[src/rtl/pic_pkg.sv]
// Shared types and constants for the 8259-style interrupt scheduler:
// FSM encoding, OCW2 command codes and the level-mask helper.
package pic_pkg;

    localparam int          PIC_NUM_IR           = 8;
    localparam logic [2:0]  DEFAULT_RESET_LOWEST = 3'd7;
    localparam logic [2:0]  SPURIOUS_IR          = 3'd7;

    typedef enum logic [1:0] {
        IDLE     = 2'd0,
        INT_PEND = 2'd1,
        ACK1     = 2'd2,
        ACK2     = 2'd3
    } pic_state_e;

    // OCW2 {R,SL,EOI}
    localparam logic [2:0] OCW2_CLR_ROT_AEOI = 3'b000;
    localparam logic [2:0] OCW2_NS_EOI       = 3'b001;
    localparam logic [2:0] OCW2_NOP          = 3'b010;
    localparam logic [2:0] OCW2_SP_EOI       = 3'b011;
    localparam logic [2:0] OCW2_SET_ROT_AEOI = 3'b100;
    localparam logic [2:0] OCW2_ROT_NS_EOI   = 3'b101;
    localparam logic [2:0] OCW2_SET_PRIO     = 3'b110;
    localparam logic [2:0] OCW2_ROT_SP_EOI   = 3'b111;

    function automatic logic [7:0] level_mask(input logic [2:0] lvl);
        return 8'h01 << lvl;
    endfunction

endpackage

[src/rtl/pic_priority_resolver.sv]
// Combinational priority resolver: rotates request and in-service vectors so the
// highest-priority level sits at bit 0, finds the first set bit, then un-rotates.
module pic_priority_resolver
    import pic_pkg::*;
(
    input  logic [7:0] req,
    input  logic [7:0] isr,
    input  logic [2:0] lowest,
    output logic       valid,
    output logic [2:0] level
);

    logic [2:0] base_s;
    logic [7:0] req_rot_s;
    logic [7:0] isr_rot_s;
    logic [3:0] req_rank_s;
    logic [3:0] isr_rank_s;

    assign base_s = lowest + 3'd1;

    // rotate both vectors and find the best rank of each (8 = none)
    always_comb begin
        logic [2:0] idx_v;
        idx_v      = 3'd0;
        req_rot_s  = 8'h00;
        isr_rot_s  = 8'h00;
        req_rank_s = 4'd8;
        isr_rank_s = 4'd8;
        for (int i = 0; i < PIC_NUM_IR; i++) begin
            idx_v        = 3'(i) + base_s;
            req_rot_s[i] = req[idx_v];
            isr_rot_s[i] = isr[idx_v];
        end
        for (int i = PIC_NUM_IR - 1; i >= 0; i--) begin
            req_rank_s = req_rot_s[i] ? 4'(i) : req_rank_s;
            isr_rank_s = isr_rot_s[i] ? 4'(i) : isr_rank_s;
        end
    end

    // a request only wins when strictly above every in-service level
    assign valid = (req_rank_s < isr_rank_s);
    assign level = req_rank_s[2:0] + base_s;

endmodule

[src/rtl/pic_priority_scheduler.sv]
// 8259 interrupt scheduler: IRR/ISR bookkeeping, nested/rotating priority,
// the two-pulse INTA_ sequence and OCW2 EOI/rotation commands.
module pic_priority_scheduler
    import pic_pkg::*;
#(
    parameter int         NUM_IR       = PIC_NUM_IR,
    parameter logic [2:0] RESET_LOWEST = DEFAULT_RESET_LOWEST
) (
    input  logic              CLK,
    input  logic              RST_,
    input  logic [NUM_IR-1:0] IR_IN,
    input  logic              LTIM,
    input  logic [NUM_IR-1:0] IMR,
    input  logic              AEOI,
    input  logic              INTA_,
    input  logic              OCW2_WR,
    input  logic [2:0]        OCW2_CMD,
    input  logic [2:0]        OCW2_L,
    output logic              INT,
    output logic [2:0]        IR_NUM,
    output logic [1:0]        INTA_COUNT,
    output logic [NUM_IR-1:0] IRR,
    output logic [NUM_IR-1:0] ISR
);

    pic_state_e        state_r, state_s;
    logic              int_r, int_s;
    logic [2:0]        ir_num_r, ir_num_s;
    logic [1:0]        inta_cnt_r, inta_cnt_s;
    logic [NUM_IR-1:0] irr_r, irr_s;
    logic [NUM_IR-1:0] isr_r, isr_s;
    logic [2:0]        lowest_r, lowest_s;
    logic              rot_aeoi_r, rot_aeoi_s;
    logic              spurious_r, spurious_s;
    logic [NUM_IR-1:0] ir_prev_r;
    logic              inta_prev_r;

    logic              inta_fall_s, inta_rise_s;
    logic [NUM_IR-1:0] cand_req_s;
    logic              cand_valid_s, isr_valid_s;
    logic [2:0]        cand_level_s, isr_level_s;
    logic [NUM_IR-1:0] isr_set_s, irr_clr_s, aeoi_clr_s, ocw_clr_s;
    logic              aeoi_rot_s;

    assign inta_fall_s = inta_prev_r & ~INTA_;
    assign inta_rise_s = ~inta_prev_r & INTA_;
    assign cand_req_s  = irr_r & ~IMR;

    pic_priority_resolver u_cand (
        .req    (cand_req_s),
        .isr    (isr_r),
        .lowest (lowest_r),
        .valid  (cand_valid_s),
        .level  (cand_level_s)
    );

    // with no blocking vector this yields the highest-priority in-service level
    pic_priority_resolver u_isr_top (
        .req    (isr_r),
        .isr    (8'h00),
        .lowest (lowest_r),
        .valid  (isr_valid_s),
        .level  (isr_level_s)
    );

    // acknowledge sequencer: next state, INT, IR_NUM, pulse count and ISR/IRR effects
    always_comb begin
        state_s    = state_r;
        int_s      = int_r;
        ir_num_s   = ir_num_r;
        inta_cnt_s = inta_cnt_r;
        spurious_s = spurious_r;
        isr_set_s  = 8'h00;
        irr_clr_s  = 8'h00;
        aeoi_clr_s = 8'h00;
        aeoi_rot_s = 1'b0;
        case (state_r)
            IDLE: begin
                if (cand_valid_s) begin
                    state_s = INT_PEND;
                    int_s   = 1'b1;
                end else begin
                    state_s = IDLE;
                end
            end
            INT_PEND: begin
                if (inta_fall_s) begin
                    state_s    = ACK1;
                    inta_cnt_s = 2'd1;
                    if (cand_valid_s) begin
                        ir_num_s   = cand_level_s;
                        spurious_s = 1'b0;
                        isr_set_s  = level_mask(cand_level_s);
                        irr_clr_s  = level_mask(cand_level_s);
                    end else begin
                        ir_num_s   = SPURIOUS_IR;
                        spurious_s = 1'b1;
                    end
                end else if (!cand_valid_s) begin
                    state_s = IDLE;
                    int_s   = 1'b0;
                end else begin
                    state_s = INT_PEND;
                end
            end
            ACK1: begin
                if (inta_fall_s) begin
                    state_s    = ACK2;
                    inta_cnt_s = 2'd2;
                end else begin
                    state_s = ACK1;
                end
            end
            ACK2: begin
                if (inta_rise_s) begin
                    state_s    = IDLE;
                    int_s      = 1'b0;
                    inta_cnt_s = 2'd0;
                    if (AEOI && !spurious_r) begin
                        aeoi_clr_s = level_mask(ir_num_r);
                        aeoi_rot_s = rot_aeoi_r;
                    end else begin
                        aeoi_clr_s = 8'h00;
                    end
                end else begin
                    state_s = ACK2;
                end
            end
            default: begin
                state_s    = IDLE;
                int_s      = 1'b0;
                inta_cnt_s = 2'd0;
            end
        endcase
    end

    // OCW2 decode; a command's priority change overrides an AEOI rotation in the same cycle
    always_comb begin
        ocw_clr_s  = 8'h00;
        lowest_s   = aeoi_rot_s ? ir_num_r : lowest_r;
        rot_aeoi_s = rot_aeoi_r;
        if (OCW2_WR) begin
            case (OCW2_CMD)
                OCW2_NS_EOI:       ocw_clr_s = isr_valid_s ? level_mask(isr_level_s) : 8'h00;
                OCW2_SP_EOI:       ocw_clr_s = level_mask(OCW2_L);
                OCW2_ROT_NS_EOI: begin
                    if (isr_valid_s) begin
                        ocw_clr_s = level_mask(isr_level_s);
                        lowest_s  = isr_level_s;
                    end else begin
                        ocw_clr_s = 8'h00;
                    end
                end
                OCW2_ROT_SP_EOI: begin
                    ocw_clr_s = level_mask(OCW2_L);
                    lowest_s  = OCW2_L;
                end
                OCW2_SET_PRIO:     lowest_s   = OCW2_L;
                OCW2_SET_ROT_AEOI: rot_aeoi_s = 1'b1;
                OCW2_CLR_ROT_AEOI: rot_aeoi_s = 1'b0;
                OCW2_NOP:          ocw_clr_s  = 8'h00;
                default:           ocw_clr_s  = 8'h00;
            endcase
        end else begin
            ocw_clr_s = 8'h00;
        end
    end

    // set wins over clear for both registers
    assign isr_s = (isr_r & ~(ocw_clr_s | aeoi_clr_s)) | isr_set_s;
    assign irr_s = LTIM ? IR_IN : ((irr_r & ~irr_clr_s) | (IR_IN & ~ir_prev_r));

    // state and register update
    always_ff @(posedge CLK or negedge RST_) begin
        if (!RST_) begin
            state_r     <= IDLE;
            int_r       <= 1'b0;
            ir_num_r    <= 3'd0;
            inta_cnt_r  <= 2'd0;
            irr_r       <= 8'h00;
            isr_r       <= 8'h00;
            lowest_r    <= RESET_LOWEST;
            rot_aeoi_r  <= 1'b0;
            spurious_r  <= 1'b0;
            ir_prev_r   <= 8'h00;
            inta_prev_r <= 1'b1;
        end else begin
            state_r     <= state_s;
            int_r       <= int_s;
            ir_num_r    <= ir_num_s;
            inta_cnt_r  <= inta_cnt_s;
            irr_r       <= irr_s;
            isr_r       <= isr_s;
            lowest_r    <= lowest_s;
            rot_aeoi_r  <= rot_aeoi_s;
            spurious_r  <= spurious_s;
            ir_prev_r   <= IR_IN;
            inta_prev_r <= INTA_;
        end
    end

    assign INT        = int_r;
    assign IR_NUM     = ir_num_r;
    assign INTA_COUNT = inta_cnt_r;
    assign IRR        = irr_r;
    assign ISR        = isr_r;

endmodule

[config.mk]
export PLATFORM = sky130hd
export DESIGN_NAME = pic_priority_scheduler
export DESIGN_NICKNAME = d
export VERILOG_FILES = /design/src/rtl/pic_pkg.sv /design/src/rtl/pic_priority_resolver.sv /design/src/rtl/pic_priority_scheduler.sv
export SDC_FILE = /design/constraint.sdc
export NUM_CORES = 1
export LEC_CHECK = 0
export BUFFER_PORTS_ARGS = -buffer_cell sky130_fd_sc_hd__buf_2
export CORE_ASPECT_RATIO = 0.6
export CORE_MARGIN = 5
export CORE_UTILIZATION = 50
export CTS_CLUSTER_DIAMETER = 30
export DETAILED_ROUTE_END_ITERATION = 6
export GPL_ROUTABILITY_DRIVEN = 0
export GPL_TIMING_DRIVEN = 0
export PLACE_DENSITY = 0.78
export SKIP_CTS_REPAIR_TIMING = 1
export SLEW_MARGIN = 10
export SYNTH_ARGS = -nofsm -noshare
export SYNTH_HDL_FRONTEND = slang
export SYNTH_SLANG_ARGS = --single-unit
[constraint.sdc]
create_clock -name CLK -period 6.1 [get_ports CLK]
set_input_delay 0 -clock CLK [delete_from_list [all_inputs] [get_ports CLK]]
set_output_delay 0 -clock CLK [all_outputs]
set_load 0.02 [all_outputs]
==> out/summary.txt, run 1 <==
Status: finished, final reports clean
Die area: 8400 um^2
Synth area leaders: dfrtp_1, mux4_2, o21ai_0, mux2i_1, dfstp_2
WP data required: 6.30 ns
Initial Util: 50.5%
Least-Margin Pin Slew: 0.859 ns
Final hold vios: 0
Yosys reg bits: 38
Final setup viols: 0
Critical path origin: lowest_r[0]
Clk buf depth: 2
Die width: 115 um
Filler Cell Count: 580
Initial DRT Pass Iterations: 5
Post-Synthesis Cell Area: 3310 um^2
Remaining antenna violation count: 0
Yosys top cell by area: dfrtp_1
1st-iter DRT viols: 340
RSZ-0062 raised after global routing: no
Critical path arrival: 5.30 ns
Fin. max-slew vios: 0
Setup TNS: 0 ns
Endpoint class of the critical path: flip-flop
# diodes: 0
Clk sinks: 38
Hold slack: 0.0314 ns
Post-placement setup slack: 1.12 ns
Worst slew margin: 42.7%
Reg clk slew, reported paths: 0.08 ns
Share of layout cells above drive strength 1: 26.0%
Row count: 23
Root buffer cell: clkbuf_8
Skew-Pair Late Insertion Delay: 0.29 ns
Placeable core area: 6560 um^2
FF-to-FF Start: lowest_r[0]
Total grt overflow: 0
Post-synth cell types: 66
Most frequent cells after synthesis: dfrtp_1, nand2_1, o21ai_0
Post-synth top area share: 25.7%
Synth warnings: 0
Drt total wl: 9.38 mm
WL per Instance: 18.6 um
First-pass GRT wire length: 15.5 mm
Vias in the first global route: 2979
Final worst-path cycle share: 83.5%
Fin worst setup slack: 1.00 ns
Crit Path Max Fanout: 11
Layout Nets: 452
Initial antenna violation count: 0
HP Class: in2reg
Number of buffers created by CTS: 5
Post-route DRC: 0
FF-to-FF setup slack: 1.00 ns
Most common cell in the netlist: dfrtp_1
Routed via count: 3161
Worst clock skew: 0.00525 ns
Via density: 6.28
R2r endpoint: ISR[5]
Main synth FF type: dfrtp_1
Largest net degree at the start of global routing: 39
DPL Wire Length: 7.25 mm
CTS H-tree lvls: 2
Synth async-reset ratio: 100%
Final min period: 5.10 ns
CP endpoint: ISR[5]
WS Path Type: reg2reg
Post-synthesis sequential area ratio: 28.9%
Worst Hold Launch: OCW2_L[0]
Post-Syn Area per Cell: 9.49 um^2
Die height: 73.0 um
Max-cap violations: 0
Setup crit start kind: flip-flop
Fmax: 196 MHz
Post-synth EDFFs: 0
FF-to-FF path depth: 17
IO Port Bufs: 48
Syn nets: 386
Synth Instances: 349
Num ports: 50
CTS tree: yes
Total GRT Usage: 23.3%
Area Growth Syn to Fin: 16.7%
==> layer usage <==
metal | routed length (um) | global-route usage, %
met1 | 4360 | 36.3
met2 | 4030 | 33.6
met3 | 948 | 5.05
met5 | 0 | 0
met4 | 37 | 3.91
==> sequential cells by signal, summed over array words and instances (netlist names) <==
signal / flops
INT: 1
ISR: 8
IRR: 8
lowest_r: 3
INTA_COUNT: 2
spurious_r: 1
IR_NUM: 3
rot_aeoi_r: 1
ir_prev_r: 8
state_r: 2
inta_prev_r: 1
==> kinds of logic after synthesis <==
| kind of cell | synth area share [%] |
|---|---|
| simple gates | 24.4 |
| compound gates | 17.0 |
| flops | 28.9 |
| mux | 17.0 |
| xor+xnor | 3.78 |
| fa+ha+maj | 4.16 |
| buf+inv | 4.80 |
==> area by class of cell <==
class / instances / area [um^2] / share of cell area, %
clock inverters: 2 / 12.5 / 0.324
inverters: 16 / 60.1 / 1.55
clock buffers: 6 / 82.6 / 2.14
flip-flops and latches: 38 / 956 / 24.7
plain buffers: 15 / 98.8 / 2.56
well taps: 87 / 109 / 2.82
repair buffers: 59 / 350 / 9.06
multi-input cells: 280 / 2200 / 56.8
==> through the flow <==
| step | util [%] | cells | instance area (um^2) |
|---|---|---|---|
| 2_1_floorplan | - | 349 | 3310 |
| 3_3_place_gp | 55.8 | 484 | 3660 |
| 3_5_place_dp | 55.8 | 484 | 3660 |
| 4_1_cts | 57.2 | 492 | 3760 |
| 5_1_grt | 58.9 | 503 | 3870 |
| 6_report | 58.9 | 503 | 3870 |
==> how the worst min path moves through the flow <==
stage | slack [ns] | end | depth (start not counted)
after floorplan | -0.30 | INT | 0
after global placement | 0.12 | ir_prev_r[3] | 1
after detailed placement | 0.12 | ir_prev_r[0] | 1
after CTS | -0.18 | ir_prev_r[0] | 1
after global routing | 0.06 | rot_aeoi_r | 2
final | 0.03 | lowest_r[0] | 3
==> cell usage in the layout, fill, tap and decap left out, types with 7 or more instances in the layout <==
master and count:
a21oi_1 12, inv_1 14, nor3_1 15, ha_1 7, o21ai_0 25, o21ai_1 12
nor2_1 23, dlygate4sd3_1 11, nor2b_1 11, mux4_2 15, nand3_1 8, dfrtp_1 34
nand2b_1 14, mux2i_1 11, buf_2 52, nand2_1 27, mux2_2 7
==> critical path, stage by stage (launching register included) <==
cell and delay, ns:
dfstp_2 0.54, buf_6 0.13, inv_2 0.12, ha_1 0.35, buf_2 0.25, buf_6 0.20
nor4b_1 0.07, nor4_1 0.53, mux2i_1 0.22, nor2_2 0.24, nor2b_1 0.08, a2111oi_0 0.46
nor3b_1 0.17, fa_1 0.43, xnor2_1 0.19, xnor2_1 0.57, nand2b_1 0.19, o21ai_0 0.24
Power of run 1 is left out: the tool's default activity adds up to more than one toggle a clock period on the data nets, which glitch-free logic cannot reach.
==> inputs of run 2 (changes only) <==
==> constraint.sdc (replaced) <==
create_clock -name CLK -period 4.8 [get_ports CLK]
set_input_delay 0 -clock CLK [delete_from_list [all_inputs] [get_ports CLK]]
set_output_delay 0 -clock CLK [all_outputs]
set_load 0.02 [all_outputs]
==> run 2 against run 1 <==
  * Clock skew is 0.00093 ns lower
  * Flip-flop and latch count is the same
  * Worst setup slack worse by 0.78 ns
  * Critical path depth unchanged
==> out/summary.txt, run 2 (synthesis gave the netlist of run 1 again) <==
Most frequent cells in the layout: buf_2, dfrtp_1, nand2_1
Total GRT Usage: 23.3% (unchanged)
Fin worst setup slack: 0.222 ns (-0.782 ns)
Share of layout cells above drive strength 1: 29.4% (+3.4 points)
Post-route DRC: 0 (unchanged)
Total grt overflow: 0 (unchanged)
Endpoint class of the critical path: flip-flop
Layout Nets: 455 (+0.66%)
HP Class: in2reg
Final std cells w/o fill: 506 (+0.60%)
Placeable core area: 6560 um^2 (unchanged)
Crit Path Max Fanout: 11 (unchanged)
Commonest non-fill, non-tap cell in the layout: buf_2
Initial Util: 50.5% (unchanged)
Drt total wl: 9.56 mm (+2.0%)
DPL Wire Length: 7.25 mm (unchanged)
Max-cap violations: 0 (unchanged)
Status: finished, final reports clean
Final min period: 4.58 ns (-0.518 ns)
First-pass GRT wire length: 15.5 mm (unchanged)
1st-iter DRT viols: 403 (+19%)
Reg clk slew, reported paths: 0.08 ns (about the same)
Setup TNS: 0 ns (unchanged)
Vias in the first global route: 2979 (unchanged)
WS Path Type: reg2reg
Fmax: 218 MHz (+11%)
Worst clock skew: 0.00432 ns (-0.000929 ns)
Placed insts: 484 (unchanged)
Via density: 6.32 (+0.54%)
Area Growth Syn to Fin: 19.9%
Least-Margin Pin Slew: 0.851 ns (-0.00830 ns)
Number of buffers created by CTS: 5 (unchanged)
End-of-flow core utilization: 60.5% (+1.6 points)
# diodes: 0 (unchanged)
CTS tree: yes
Critical path arrival: 4.76 ns (-0.54 ns)
Routed via count: 3197 (+1.1%)
CTS H-tree lvls: 2 (unchanged)
Initial antenna violation count: 0 (unchanged)
Final worst-path cycle share: 95.4% (+12 points)
Row count: 23 (unchanged)
Die height: 73.0 um (unchanged)
Final setup viols: 0 (unchanged)
Num ports: 50 (unchanged)
Skew-Pair Late Insertion Delay: 0.29 ns (about the same)
Die width: 115 um (unchanged)
Clk sinks: 38 (unchanged)
Setup crit start kind: flip-flop
IO Port Bufs: 48 (unchanged)
Fin. max-slew vios: 0 (unchanged)
Root buffer cell: clkbuf_8
WP data required: 4.98 ns (-1.32 ns)
Clk buf depth: 2 (unchanged)
WL per Instance: 18.9 um (+1.4%)
Worst slew margin: 43.3% (+0.55 points)
Final hold vios: 0 (unchanged)
Remaining antenna violation count: 0 (unchanged)
Initial DRT Pass Iterations: 5 (unchanged)
Post-placement setup slack: -0.183 ns (-1.30 ns)
Die area: 8400 um^2 (unchanged)
Largest net degree at the start of global routing: 39 (unchanged)
-- run 2: changes by cell type in the layout (fill, tap and decap cells not counted), sizes merged --
cell  before  now
buf       58   61
-- run 2: area by class of cell --
cell class / count / area (um^2)
Tap cell: 87 / 109
Multi-Input combinational cell: 280 / 2270
Sequential cell: 38 / 956
Timing Repair Buffer: 62 / 373
Inverter: 16 / 65.1
Buffer: 15 / 101
Fill cell: 569 / 2590
Clock inverter: 2 / 12.5
Clock buffer: 6 / 82.6
-- run 2: layer usage --
metal / vias up / wire, um / part of all wire (%) / global-route usage [%]
met5: - / 0 / 0 / 0
met4: 0 / 106 / 1.1 / 3.91
met3: 16 / 968 / 10 / 5.05
met2: 178 / 4060 / 43 / 33.6
met1: 1553 / 4420 / 46 / 36.3
li1: 1450 / - / - / -
-- run 2: critical path, cell delays in order, from the launching register on --
cell       delay (ns)
dfstp_2          0.54
buf_6            0.14
inv_4            0.09
ha_4             0.29
buf_4            0.18
buf_6            0.19
nor4b_1          0.08
nor4_2           0.40
mux2i_1          0.19
nor2_2           0.21
nor2b_1          0.09
a2111oi_2        0.39
nor3b_2          0.12
fa_1             0.44
xnor2_1          0.41
xor2_2           0.31
nand2b_1         0.11
mux2_2           0.27
-- run 2: final timing paths --
kind                             startpoint           end  slack [ns]  cells after the start
worst min register to register   rot_aeoi_r    rot_aeoi_r        0.54                      1
worst max-delay path            lowest_r[0]     IR_NUM[2]        0.22                     17
max in group asynchronous              RST_  ir_prev_r[6]        3.92                      2
worst min-delay path                   LTIM        IRR[0]        0.04                      3
min in group asynchronous              RST_    rot_aeoi_r        0.34                      2
worst max register to register  lowest_r[0]     IR_NUM[2]        0.22                     17
-- run 2: through the flow --
stage	hold slack (ns)	area [um^2]
detailed placement	0.119	3660
global route	0.0557	3970
floorplan	-0.296	3310
global placement	0.119	3660
finish	0.0373	3970
CTS	-0.183	3760
Power of run 2 is left out for the same reason.
==> inputs of run 3 (changes only) <==
--- a/config.mk
+++ b/config.mk
@@ -12,7 +12,6 @@
 export CTS_CLUSTER_DIAMETER = 30
 export DETAILED_ROUTE_END_ITERATION = 6
 export GPL_ROUTABILITY_DRIVEN = 0
-export GPL_TIMING_DRIVEN = 0
 export PLACE_DENSITY = 0.78
 export SKIP_CTS_REPAIR_TIMING = 1
 export SLEW_MARGIN = 10
==> run 3 against run 2 <==
  * Critical path depth down 5
  * Critical path type unchanged
  * Utilization decreased by 2.1 points
  * Maximum frequency grew 2.1%
  * Critical endpoint is now IRR[0]
  * Final cell count is 2.4% lower
  * The run now ends with design-rule violations left
  * Non-clock buffer count decreased by 12
  * Global-route usage down 0.96 points
  * First-iteration DRC count down 8.9%
==> out/summary.txt, run 3 (synthesis gave the netlist of run 1 again) <==
Buf/Inv on CP: 0 (-4)
1st-iter DRT viols: 367 (-8.9%)
WP data required: 4.98 ns (about the same)
CP Cell Sequence: ha_1 -> xor2_4 -> mux4_2 -> mux2_2 -> nor2_2 -> nor2b_1 -> a2111oi_1 -> nor3b_1 -> fa_1 -> or4_1 -> nor3_2 -> o21ai_1
Fmax: 223 MHz (+2.1%)
Endpoint class of the critical path: flip-flop
Die area: 8400 um^2 (unchanged)
Root buffer cell: clkbuf_8
Failing checks: design-rule violations
Final worst-path cycle share: 93.5% (-1.9 points)
Initial DRT Pass Iterations: 7 (+2)
Num ports: 50 (unchanged)
Die width: 115 um (unchanged)
Clk buf depth: 2 (unchanged)
Setup TNS: 0 ns (unchanged)
Fin. max-slew vios: 0 (unchanged)
Reg clk slew, reported paths: 0.08 ns (about the same)
Initial Util: 50.5% (unchanged)
CP top delay family: simple AND/OR/NAND/NOR gates
Routed via count: 3115 (-2.6%)
Total grt overflow: 0 (unchanged)
Via density: 6.31 (-0.20%)
Die height: 73.0 um (unchanged)
Skew-Pair Late Insertion Delay: 0.30 ns (about the same)
Final setup viols: 0 (unchanged)
Initial antenna violation count: 0 (unchanged)
CTS H-tree lvls: 2 (unchanged)
Crit Path Max Fanout: 9 (-2)
Number of buffers created by CTS: 5 (unchanged)
IO Port Bufs: 49 (+2.1%)
DPL Wire Length: 7.08 mm (-2.3%)
GR Util met1: 35.3% (-0.93 points)
Remaining antenna violation count: 0 (unchanged)
Met2 track demand over resource: 31.3% (-2.3 points)
Vias in the first global route: 2903 (-2.6%)
HP Class: in2reg
Drt total wl: 9.20 mm (-3.7%)
Setup crit start kind: flip-flop
Filler Cell Count: 544 (-4.4%)
Critical path arrival: 4.67 ns (-0.09 ns)
Final hold vios: 0 (unchanged)
Area Growth Syn to Fin: 15.7%
Max-cap violations: 0 (unchanged)
Placeable core area: 6560 um^2 (unchanged)
# diodes: 0 (unchanged)
Final min period: 4.49 ns (-0.0926 ns)
CP peak stage delay: 0.61 ns (+0.07 ns)
Grt met3 use: 4.72% (-0.33 points)
Status: finished with violations
Most frequent cells in the layout: buf_2, dfrtp_1, nand2_1
First-pass GRT wire length: 14.9 mm (-3.7%)
Worst clock skew: 0.00438 ns (+0.0000563 ns)
Layout Nets: 443 (-2.6%)
Row count: 23 (unchanged)
CTS tree: yes
Commonest non-fill, non-tap cell in the layout: buf_2
Worst slew margin: 44.0% (+0.69 points)
Worst path slowest cell: or4_1
Post-route DRC: 1 (+1)
Grt peak-use layer: met1
RSZ-0062 raised after global routing: no
Share of layout cells above drive strength 1: 26.0% (-3.3 points)
Least-Margin Pin Slew: 0.841 ns (-0.0104 ns)
Largest net degree at the start of global routing: 39 (unchanged)
WS Path Type: reg2reg
Total GRT Usage: 22.3% (-0.96 points)
Clk sinks: 38 (unchanged)
WL per Instance: 18.6 um (-1.4%)
## run 3: stage by stage
step / instance area, um^2 / hold slack [ns] / std cells / setup WS [ns] / utilization (%)
final: 3830 / 0.0342 / 494 / 0.314 / 58.4
after global placement: 3600 / 0.118 / 475 / 0.381 / 54.9
after floorplan: 3310 / -0.296 / 349 / 0.624 / -
after detailed placement: 3600 / 0.119 / 475 / 0.178 / 54.9
after CTS: 3700 / -0.184 / 483 / 0.154 / 56.4
after global routing: 3830 / 0.0340 / 494 / 0.0780 / 58.4
## run 3: cell type report
class / instances / area [um^2] / share of cell area (%)
clock buffers: 6 / 82.6 / 2.15
well taps: 87 / 109 / 2.84
inverters: 16 / 60.1 / 1.57
flip-flops and latches: 38 / 956 / 24.9
repair buffers: 65 / 393 / 10.3
multi-input cells: 280 / 2220 / 57.9
clock inverters: 2 / 12.5 / 0.326
## run 3: metal layers
layer | vias up | routed length [um]
li1 | 1431 | -
met5 | - | 0
met4 | 0 | 81
met1 | 1504 | 4450
met2 | 170 | 3820
met3 | 10 | 852
## run 3: worst reg2reg max path, stage by stage, from the launching register on
cell       delay (ns)
dfstp_2          0.57
ha_1             0.42
xor2_4           0.38
mux4_2           0.38
mux2_2           0.29
nor2_2           0.17
nor2b_1          0.07
a2111oi_1        0.43
nor3b_1          0.15
fa_1             0.58
or4_1            0.61
nor3_2           0.22
o21ai_1          0.09
## run 3: worst paths after layout
kind / slack, ns / start / cells past startpoint / endpoint
worst min-delay path: 0.03 / OCW2_CMD[2] / 2 / rot_aeoi_r
worst max register to register: 0.31 / lowest_r[0] / 12 / IRR[0]
max in group asynchronous: 3.93 / RST_ / 2 / IRR[7]
worst min register to register: 0.52 / rot_aeoi_r / 1 / rot_aeoi_r
worst max-delay path: 0.31 / lowest_r[0] / 12 / IRR[0]
min in group asynchronous: 0.33 / RST_ / 2 / rot_aeoi_r
Power of run 3 is left out for the same reason.
